**src/rtl/math_func_sched.sv**
```systemverilog
// math_func_sched: round-robin scheduler sharing one iterative math engine
// (sin/cos/Ln/exp) among NREQ requesters. Arbitrates, latches the winner's
// operand and function code, runs the engine start/Ready handshake, returns
// the result with a per-requester done pulse, and aborts hung transactions.
//
// Handshake semantics:
//   requester side: req[i] is a level request held until done[i]; the
//     operand and function slices are sampled only in the arbitration cycle.
//     done[i] is a one-cycle pulse; result is valid in that cycle and held
//     until the next done. err[i] accompanies done[i] when the engine timed
//     out, and result is then 0.
//   engine side: a start is issued only while eng_ready=1; eng_start is high
//     for exactly one cycle, after which the engine must drop eng_ready and
//     raise it again; eng_result is sampled in the cycle eng_ready returns.
module math_func_sched #(
  parameter int NREQ = 4,
  parameter int W    = 16,
  parameter int TMO  = 1024
) (
  input  logic                clk,
  input  logic                rst,
  input  logic [NREQ-1:0]     req,
  input  logic [2*NREQ-1:0]   func_in,
  input  logic [W*NREQ-1:0]   x_in,
  output logic [NREQ-1:0]     gnt,
  output logic [NREQ-1:0]     done,
  output logic [NREQ-1:0]     err,
  output logic [W-1:0]        result,
  output logic                eng_start,
  output logic [1:0]          eng_func,
  output logic [W-1:0]        eng_x,
  input  logic                eng_ready,
  input  logic [W-1:0]        eng_result,
  output logic                busy,
  output logic [2:0]          state_dbg
);

  localparam int IW = (NREQ > 1) ? $clog2(NREQ) : 1;
  localparam int CW = $clog2(TMO) + 1;

  typedef enum logic [2:0] {
    S_IDLE      = 3'd0,
    S_LAUNCH    = 3'd1,
    S_WAIT_BUSY = 3'd2,
    S_WAIT_DONE = 3'd3,
    S_DELIVER   = 3'd4,
    S_ERR       = 3'd5
  } state_t;

  state_t          state;
  state_t          state_nx;
  logic [IW-1:0]   ptr;
  logic [IW-1:0]   gidx;
  logic [CW-1:0]   cnt;
  logic            tmo_hit;

  logic [1:0]      func_a [NREQ];
  logic [W-1:0]    x_a    [NREQ];

  logic            win_found;
  logic [IW-1:0]   win_idx;
  logic [IW-1:0]   cand;

  // Unpack the flat per-requester buses into indexable arrays
  for (genvar i = 0; i < NREQ; i++) begin : g_slice
    assign func_a[i] = func_in[2*i +: 2];
    assign x_a[i]    = x_in[W*i +: W];
  end

  assign tmo_hit   = (cnt == CW'(TMO - 1));
  assign busy      = (state != S_IDLE);
  assign state_dbg = state;

  // Round-robin search: first requester above the pointer, wrapping
  always_comb begin
    win_found = 1'b0;
    win_idx   = '0;
    cand      = '0;
    for (int k = 1; k <= NREQ; k++) begin
      cand = IW'((int'(ptr) + k) % NREQ);
      if (!win_found && req[cand]) begin
        win_found = 1'b1;
        win_idx   = cand;
      end
    end
  end

  // State register
  always_ff @(posedge clk or posedge rst) begin
    if (rst) begin
      state <= S_IDLE;
    end else begin
      state <= state_nx;
    end
  end

  // Next-state logic; Ready returning wins over a same-cycle timeout
  always_comb begin
    state_nx = state;
    case (state)
      S_IDLE: begin
        if (win_found && eng_ready) begin
          state_nx = S_LAUNCH;
        end
      end
      S_LAUNCH: begin
        state_nx = S_WAIT_BUSY;
      end
      S_WAIT_BUSY: begin
        if (!eng_ready) begin
          state_nx = S_WAIT_DONE;
        end else if (tmo_hit) begin
          state_nx = S_ERR;
        end
      end
      S_WAIT_DONE: begin
        if (eng_ready) begin
          state_nx = S_DELIVER;
        end else if (tmo_hit) begin
          state_nx = S_ERR;
        end
      end
      S_DELIVER: begin
        state_nx = S_IDLE;
      end
      S_ERR: begin
        state_nx = S_IDLE;
      end
      default: begin
        state_nx = S_IDLE;
      end
    endcase
  end

  // Registered grant, engine operands, timeout counter, result and pulses
  always_ff @(posedge clk or posedge rst) begin
    if (rst) begin
      gnt       <= '0;
      done      <= '0;
      err       <= '0;
      result    <= '0;
      eng_start <= 1'b0;
      eng_func  <= '0;
      eng_x     <= '0;
      ptr       <= IW'(NREQ - 1);
      gidx      <= '0;
      cnt       <= '0;
    end else begin
      eng_start <= (state_nx == S_LAUNCH);
      done      <= '0;
      err       <= '0;
      case (state)
        S_IDLE: begin
          if (state_nx == S_LAUNCH) begin
            gnt      <= NREQ'(1) << win_idx;
            gidx     <= win_idx;
            eng_func <= func_a[win_idx];
            eng_x    <= x_a[win_idx];
          end
        end
        S_LAUNCH: begin
          cnt <= '0;
        end
        S_WAIT_BUSY, S_WAIT_DONE: begin
          cnt <= cnt + 1'b1;
          if (state_nx == S_DELIVER) begin
            result <= eng_result;
            done   <= gnt;
          end else if (state_nx == S_ERR) begin
            result <= '0;
            done   <= gnt;
            err    <= gnt;
          end
        end
        S_DELIVER, S_ERR: begin
          gnt <= '0;
          ptr <= gidx;
        end
        default: begin
          gnt <= '0;
        end
      endcase
    end
  end

endmodule

```
**config.mk**
```make
export PLATFORM = sky130hd
export DESIGN_NAME = math_func_sched
export DESIGN_NICKNAME = d
export VERILOG_FILES = /design/src/rtl/math_func_sched.sv
export SDC_FILE = /design/constraint.sdc
export NUM_CORES = 1
export LEC_CHECK = 0
export BUFFER_PORTS_ARGS = -buffer_cell sky130_fd_sc_hd__buf_4
export CORE_MARGIN = 4
export CORE_UTILIZATION = 30
export CTS_BUF_LIST = sky130_fd_sc_hd__clkbuf_4 sky130_fd_sc_hd__clkbuf_8
export CTS_CLUSTER_SIZE = 20
export DETAILED_ROUTE_END_ITERATION = 8
export SLEW_MARGIN = 20
export SYNTH_ARGS = -nofsm -noshare
export SYNTH_HDL_FRONTEND = slang
export SYNTH_SLANG_ARGS = --single-unit
```
**constraint.sdc**
```tcl
create_clock -name clk -period 2.6 [get_ports clk]
set_input_delay 0.26 -clock clk [delete_from_list [all_inputs] [get_ports clk]]
set_output_delay 0.26 -clock clk [all_outputs]
set_load 0.005 [all_outputs]
```
==> metrics.yaml, run 1 <==
run_status:
  outcome: "complete, no violations"
worst_setup_path:
  cp_cell_sequence: "ha_1, nand3_1, or4_4, a21oi_4, nand2_2, a22o_1"
  crit_type: "flip-flop to flip-flop"
  slowest_stage: "or4_4"
  cp_max_fo: 20
  cp_num_cells: 6
  critPathArrivalTime_ns: 2.33
  cp_top_family: "simple AND/OR/NAND/NOR gates"
  worstRegToRegCells: 6
  worst-path-buf-inv: 0
  cp-start-kind: "flip-flop"
  slowest_delay_ns: 0.49
  crit_path_end_kind: "flip-flop"
  critical_path_required_ns: 2.83
synthesis:
  ys_types: 47
  synth-xor-area-share: 0.002619
  async_flop_share: 1.000
  synth_top_family_by_area: "compound AO/OA/AOI/OAI gates"
  synthesis.area_um2: 3344
  syn-num-nets: 417
  synthSimpleGateAreaFrac: 0.1515
  synthAdderAreaFrac: 0.003741
  synthMuxAreaShare: 0.07258
  yosysSeqAreaShare: 0.4871
  ys_ff_latch: 65
  synth_edf_count: 0
  synth_compound_area_frac: 0.2331
  ys.flop_type: "dfrtp_1"
  synth_warnings: 0
  synth_cells: 321
  avgSynthCellArea_um2: 10.42
clock_tree:
  cts_tree: "yes"
  clk_pin_slew_ns: 0.07
  h-tree-depth: 3
  cts_max_path_buffers: 2
  ctsResizeCount: 0
  cts_hold_buf: 0
  post-cts-setup-buffers: 0
  clock_latency_ns: 0.34
  numCtsBuffers: 9
  clock-sinks: 65
  root_buffer: "clkbuf_8"
place:
  gp_congestion: 0.7961
  hpwl_um: 7710
  dpl_cell_area_um2: 4586
  io_buffers: 145
  dp_cells: 595
worst_hold_path:
  hp-class: "primary input to asynchronous set/reset pin"
pwr:
  power.leakage_nw: 2.339
  sw_frac_of_total: 0.3623
  ir_drop_v: 0.0004131
  p_int_w: 0.002822
  clockPowerShare: 0.191
  pwr_density_cell_nw_per_um2: 925.7
  combPwrFrac: 0.436
  power_frac_seq: 0.373
  switchingPower_w: 0.001603
timing:
  relSlewSlack: 0.4978
  fin_crit_ns: 2.104
  slew_violations: 0
  setup_tns_ns: 0
  timing.final.hold_violations: 0
  setup_viol: 0
  fin_worst_skew_ns: 0.008190
  period_share: 0.8094
  worst-slew-pin-transition_ns: 0.7533
  max_freq_mhz: 475.2
  rsz0062_at_grt: "no"
drt:
  route.vias.total: 3161
  post_drt_wl_per_cell_um: 16.87
  drt_wl_total_um: 10310
  antenna_left: 0
  dr.pass1.iters: 4
  drc: 0
  viasPerCell: 5.173
  drt_iter0_drc: 136
grt:
  overflow: 0
  grt_max_degree: 37
  track_usage: 0.1584
  antenna_found_initial: 0
  grt_first_pass_wirelength_um: 16380
  grt_pass1_vias: 3295
cells_and_area:
  final_common_cell: "buf_4"
  design_area_um2: 4781
  final_nets: 562
  syn2layout_area_growth_pct: 42.95
  num_antenna_cells: 0
  final_cells: 611
  drive_gt1_frac: 0.4331
  final_cell_mix: "buf_4 (160), dfrtp_1 (63), nand2_1 (36), mux2i_1 (22), nand4_1 (20)"
flow_run:
  cap_violations: 0
die:
  core-area_um2: 10890
  io_pins: 146
  start_util: 0.3072
  dieHeight_um: 113.6
  die_area_um2: 12900
  die_x_um: 113.6
  std_cell_rows: 38
## worst paths after layout
check | from | endpoint | slack [ns]
worst min-delay path | rst | gnt[0] | 0.05
worst max-delay path | cnt[0] | result[10] | 0.50
worst min register to register | cnt[9] | cnt[9] | 0.47
max in group asynchronous | rst | ptr[1] | 1.80
min in group clk | eng_result[15] | result[15] | 0.14
worst max register to register | cnt[0] | result[10] | 0.50
## layer usage
metal  vias up  routed length [um]  track usage
li1       1495                   -            -
met1      1518                4589       0.2088
met2       131                4862       0.2599
met3        17                 683      0.03289
met4         0                 172      0.05369
met5         -                   0            0
## worst register-to-register path, cell delays in order (launching register included)
cell     delay [ns]
dfrtp_1        0.38
ha_1           0.28
nand3_1        0.15
or4_4          0.49
a21oi_4        0.17
nand2_2        0.25
a22o_1         0.28
## registers in the layout, summed over array words and instances (netlist names)
name,count
gidx,2
result,16
eng_func,2
gnt,4
cnt,11
done,4
state_dbg,3
ptr,2
eng_start,1
err,4
eng_x,16
## cell usage after synthesis, types with 2 or more instances
master	count	area share
clkbuf_1	12	0.013
nand3_1	7	0.010
o21ai_1	2	0.0030
nor4_1	4	0.0075
o211ai_1	19	0.043
nand2b_1	3	0.0056
mux2i_1	22	0.066
nand4_1	20	0.037
a21oi_1	4	0.0060
nor2b_1	3	0.0056
inv_1	7	0.0079
a21bo_2	14	0.042
a22oi_1	2	0.0045
dfstp_2	2	0.016
buf_2	5	0.0075
mux2_2	2	0.0067
a2bb2oi_1	2	0.0052
nand2_1	36	0.040
a22o_1	16	0.042
buf_6	4	0.013
o31ai_1	19	0.043
o21a_1	2	0.0045
nor3_1	3	0.0045
a21bo_1	4	0.012
dfrtp_1	63	0.47
buf_1	3	0.0034
nor2_1	14	0.016
o21ai_0	8	0.012
## metrics by stage
step	power [W]	worst slack [ns]	hold slack (ns)	utilization
detailed placement	0.003625	0.4740	0.4408	0.4212
CTS	0.004487	0.4761	0.07111	0.4391
global route	0.004740	0.2775	0.1175	0.4391
finish	0.004426	0.4956	0.05275	0.4391
floorplan	0.002678	0.6908	0.3997	-
global placement	0.003571	0.5417	0.4366	0.4212
## area by class of cell
class | count | area (um2)
clock inverters | 7 | 71.32
flip-flops and latches | 65 | 1629
inverters | 7 | 26.28
well taps | 140 | 175.2
multi-input cells | 223 | 1554
clock buffers | 9 | 123.9
repair buffers | 160 | 1201
fillers | 1049 | 6107
## cell families (layout without fill, tap and decap cells)
group | count (synthesis) | count (layout)
mux | 24 | 24
simple gates | 99 | 99
fa+ha+maj | 1 | 1
buf+inv | 33 | 183
xor+xnor | 1 | 1
compound gates | 98 | 98
flops | 65 | 65
## power by group through the flow
| stage | Clock, W | Sequential (W) | Combinational [W] |
|---|---|---|---|
| finish | 0.000846 | 0.00165 | 0.00193 |
| global route | 0.000903 | 0.00170 | 0.00214 |
| CTS | 0.000867 | 0.00165 | 0.00197 |
| detailed placement | 0 | 0.00166 | 0.00196 |
| global placement | 0 | 0.00167 | 0.00190 |
| floorplan | 0 | 0.00161 | 0.00107 |
Note: power is estimated with default switching activity, not from simulation.
==> inputs of run 2 (changes only) <==
- ABC_AREA: not set -> 1
- clock period: 2.6 -> 2.1 ns (I/O delays scaled with it)
==> run 2 against run 1 <==
The run now ends with setup timing left. Clock power is 44% higher. Global-route usage is 1.5 points higher. Core utilization is 3.8 points higher. Final cell count is 36% higher. Setup slack worse by 0.50 ns. Synthesized cell count is 61% higher. Cell area is 16% higher. Combinational power grew to 3.3 times the previous value. Die area is 7.7% higher.
==> metrics.yaml, run 2 <==
run_status:
  outcome: "finished, violations left"
  violations: "setup timing"
worst_setup_path:
  crit_path_end_kind: "flip-flop"
  cp-start-kind: "flip-flop"
  regToRegStartpoint: "ptr[0]"
  critical_path_required_ns: 2.33  # -0.50 ns
  worstRegToRegCells: 16  # +10
  r2r_setup_slack_ns: -0.002  # -0.50 ns
  startpoint: "ptr[0]"
  cp_max_fo: 7  # -65%
  critPathArrivalTime_ns: 2.33  # about the same
  reg2reg_to: "eng_func[1]"
  endpoint: "eng_func[1]"
  crit_type: "flip-flop to flip-flop"
place:
  hpwl_um: 8426  # +9.3%
  gp_congestion: 0.8545  # +7.3%
  io_buffers: 145  # unchanged
  dp_worst_setup_slack_ns: -0.1494  # -0.6234 ns
synthesis:
  ys_ff_latch: 65  # unchanged
  synth.most_common_cell: "nand2_1"
  synth_common_cells: "nand2_1 (261), nand3_1 (64), dfrtp_1 (63)"
  synth_warnings: 0  # unchanged
  yosysSeqAreaShare: 0.4499  # -0.03720
  yosys.area.top_type: "dfrtp_1"
  async_flop_share: 1.000  # unchanged
  syn-num-nets: 614  # +47%
  synthesis.area_um2: 3621  # +8.3%
  synth_edf_count: 0  # unchanged
  synth.top_cell.area_share: 0.4354  # -0.03600
  synth_cells: 518  # +61%
  ys.flop_type: "dfrtp_1"
  ys_types: 31  # -34%
  avgSynthCellArea_um2: 6.990  # -33%
  synth_area_leaders: "dfrtp_1 (44%), nand2_1 (27%), nand3_1 (8.8%)"
timing:
  setup_viol: 2  # +2
  timing.final.hold_violations: 0  # unchanged
  period_share: 1.001  # +0.1914
  fin_ws_ns: -0.001694  # -0.4973 ns
  fin_crit_ns: 2.102  # -0.002720 ns
  rsz0062_at_grt: "yes"
  relSlewSlack: 0.6638  # +0.1660
  max_freq_mhz: 475.8  # +0.13%
  slew_violations: 0  # unchanged
  fin_worst_skew_ns: 0.007628  # -0.0005621 ns
  worst-slew-pin-transition_ns: 0.5043  # -0.2490 ns
  hold_slack_ns: 0.08732  # +0.03457 ns
pwr:
  power.leakage_nw: 3.068  # +31%
  ir_drop_v: 0.0006865  # +66%
  power_w: 0.009637  # +120%
  pwr_density_cell_nw_per_um2: 1738  # +88%
grt:
  antenna_found_initial: 0  # unchanged
  track_usage: 0.1736  # +0.01514
  use_met1: 0.2262  # +0.01745
  use_met3: 0.04950  # +0.01660
  overflow: 0  # unchanged
  busiest_layer: "met2"
  met2_usage: 0.2803  # +0.02036
  grt_first_pass_wirelength_um: 19870  # +21%
  grt_max_degree: 39  # +5.4%
  grt_pass1_vias: 3990  # +21%
cells_and_area:
  reg.largest.list: "eng_x (16), result (16), cnt (11)"
  final_common_cell: "nand2_1"
  final_nets: 782  # +39%
  num_antenna_cells: 0  # unchanged
  syn2layout_area_growth_pct: 53.11
  final_cell_mix: "nand2_1 (242), buf_4 (164), nand3_1 (64), dfrtp_1 (63), inv_1 (27)"
  final_util: 0.4774  # +0.03828
  drive_gt1_frac: 0.3459  # -0.08725
flow_run:
  cap_violations: 0  # unchanged
drt:
  post_drt_wl_per_cell_um: 14.98  # -11%
  viasPerCell: 4.800  # -7.2%
  drt_iter0_drc: 313  # +130%
  drt_wl_total_um: 12490  # +21%
  route.vias.total: 4003  # +27%
  antenna_left: 0  # unchanged
  dr.pass1.iters: 4  # unchanged
  drc: 0  # unchanged
clock_tree:
  cts_tree: "yes"
  cts_max_path_buffers: 2  # unchanged
  clock_latency_ns: 0.34  # about the same
  clock-sinks: 65  # unchanged
  clk_pin_slew_ns: 0.08  # about the same
  h-tree-depth: 3  # unchanged
  root_buffer: "clkbuf_8"
  numCtsBuffers: 9  # unchanged
die:
  std_cell_rows: 39  # +2.6%
  start_util: 0.3118  # +0.004615
  die_area_um2: 13890  # +7.7%
  io_pins: 146  # unchanged
  die_x_um: 117.9  # +3.8%
  core-area_um2: 11610  # +6.7%
  dieHeight_um: 117.9  # +3.8%
worst_hold_path:
  hp-class: "primary input to flip-flop"
run 2: cell types whose count changed after synthesis, sizes merged, moves of 6 or more:
cell,change
nand3,+57
o31ai,-17
a22o,-15
buf,+6
nand2,+230
clkbuf,-9
o211ai,-17
a21bo,-18
mux2i,-21
nor2,+10
nand4,-18
inv,+25
run 2: kinds of logic (layout without fill, tap and decap cells):
logic type | Yosys count | after routing | synth area share
flops | 65 | 65 | 0.4499
xor+xnor | 1 | 1 | 0.002419
simple gates | 367 | 371 | 0.4216
mux | 1 | 1 | 0.002764
buf+inv | 55 | 224 | 0.07394
compound gates | 28 | 28 | 0.04595
fa+ha+maj | 1 | 1 | 0.003455
run 2: area by class of cell:
class	instances	area, um2
clock buffers	9	123.9
clock inverters	7	102.6
fillers	1174	6070
inverters	32	127.6
multi-input cells	402	1918
flip-flops and latches	65	1629
well taps	143	178.9
repair buffers	176	1464
run 2: critical path: stages, from the launching register on:
cell     delay, ns
dfstp_2       0.63
inv_4         0.08
nand2_1       0.09
nand2_2       0.08
nand2_1       0.08
nand2_1       0.09
inv_1         0.13
nand3_4       0.11
nand2_8       0.11
buf_12        0.15
nand2_8       0.07
nand2_2       0.06
nand2_1       0.06
nand2_1       0.09
nand2_1       0.06
nand2_1       0.05
nand2_1       0.05
run 2: report_power, final:
part           switching (W)  internal (W)  total, W
registers           0.000335       0.00170   0.00204
clock network       0.000537      0.000681   0.00122
logic                0.00366       0.00272   0.00638
total                0.00453       0.00510   0.00964
run 2: repair_timing:
item                                    4_1_cts  5_1_grt
hold endpoints to repair                     26        0
endpoints found under the setup margin       21       45
pin swaps                                     5        8
cloned                                        4        3
hold buffers                                  1        0
resized for setup                            17       29
setup buffers                                 5        6
run 2: worst min path at each step:
| stage | from | to | slack (ns) | depth (start not counted) |
|---|---|---|---|---|
| 2_1_floorplan | eng_result[14] | result[14] | 0.35 | 2 |
| 3_3_place_gp | rst | result[1] | 0.31 | 3 |
| 3_5_place_dp | rst | result[1] | 0.32 | 3 |
| 4_1_cts | eng_result[5] | result[5] | 0.07 | 3 |
| 5_1_grt | eng_result[13] | result[13] | 0.09 | 3 |
| 6_report | eng_result[5] | result[5] | 0.09 | 3 |
run 2: layer usage:
layer,up-vias,wire (um)
met1,1838,5348
met2,168,5877
met3,21,1036
met4,0,232
li1,1976,-
met5,-,0
run 2: per-stage QoR:
| step | cells | TNS, ns | cell area (um2) |
|---|---|---|---|
| detailed placement | 799 | -1.799 | 4876 |
| global placement | 799 | -0.03503 | 4876 |
| global route | 834 | -3.921 | 5544 |
| finish | 834 | -0.002510 | 5544 |
| CTS | 825 | 0 | 5331 |
| floorplan | 518 | 0 | 3621 |
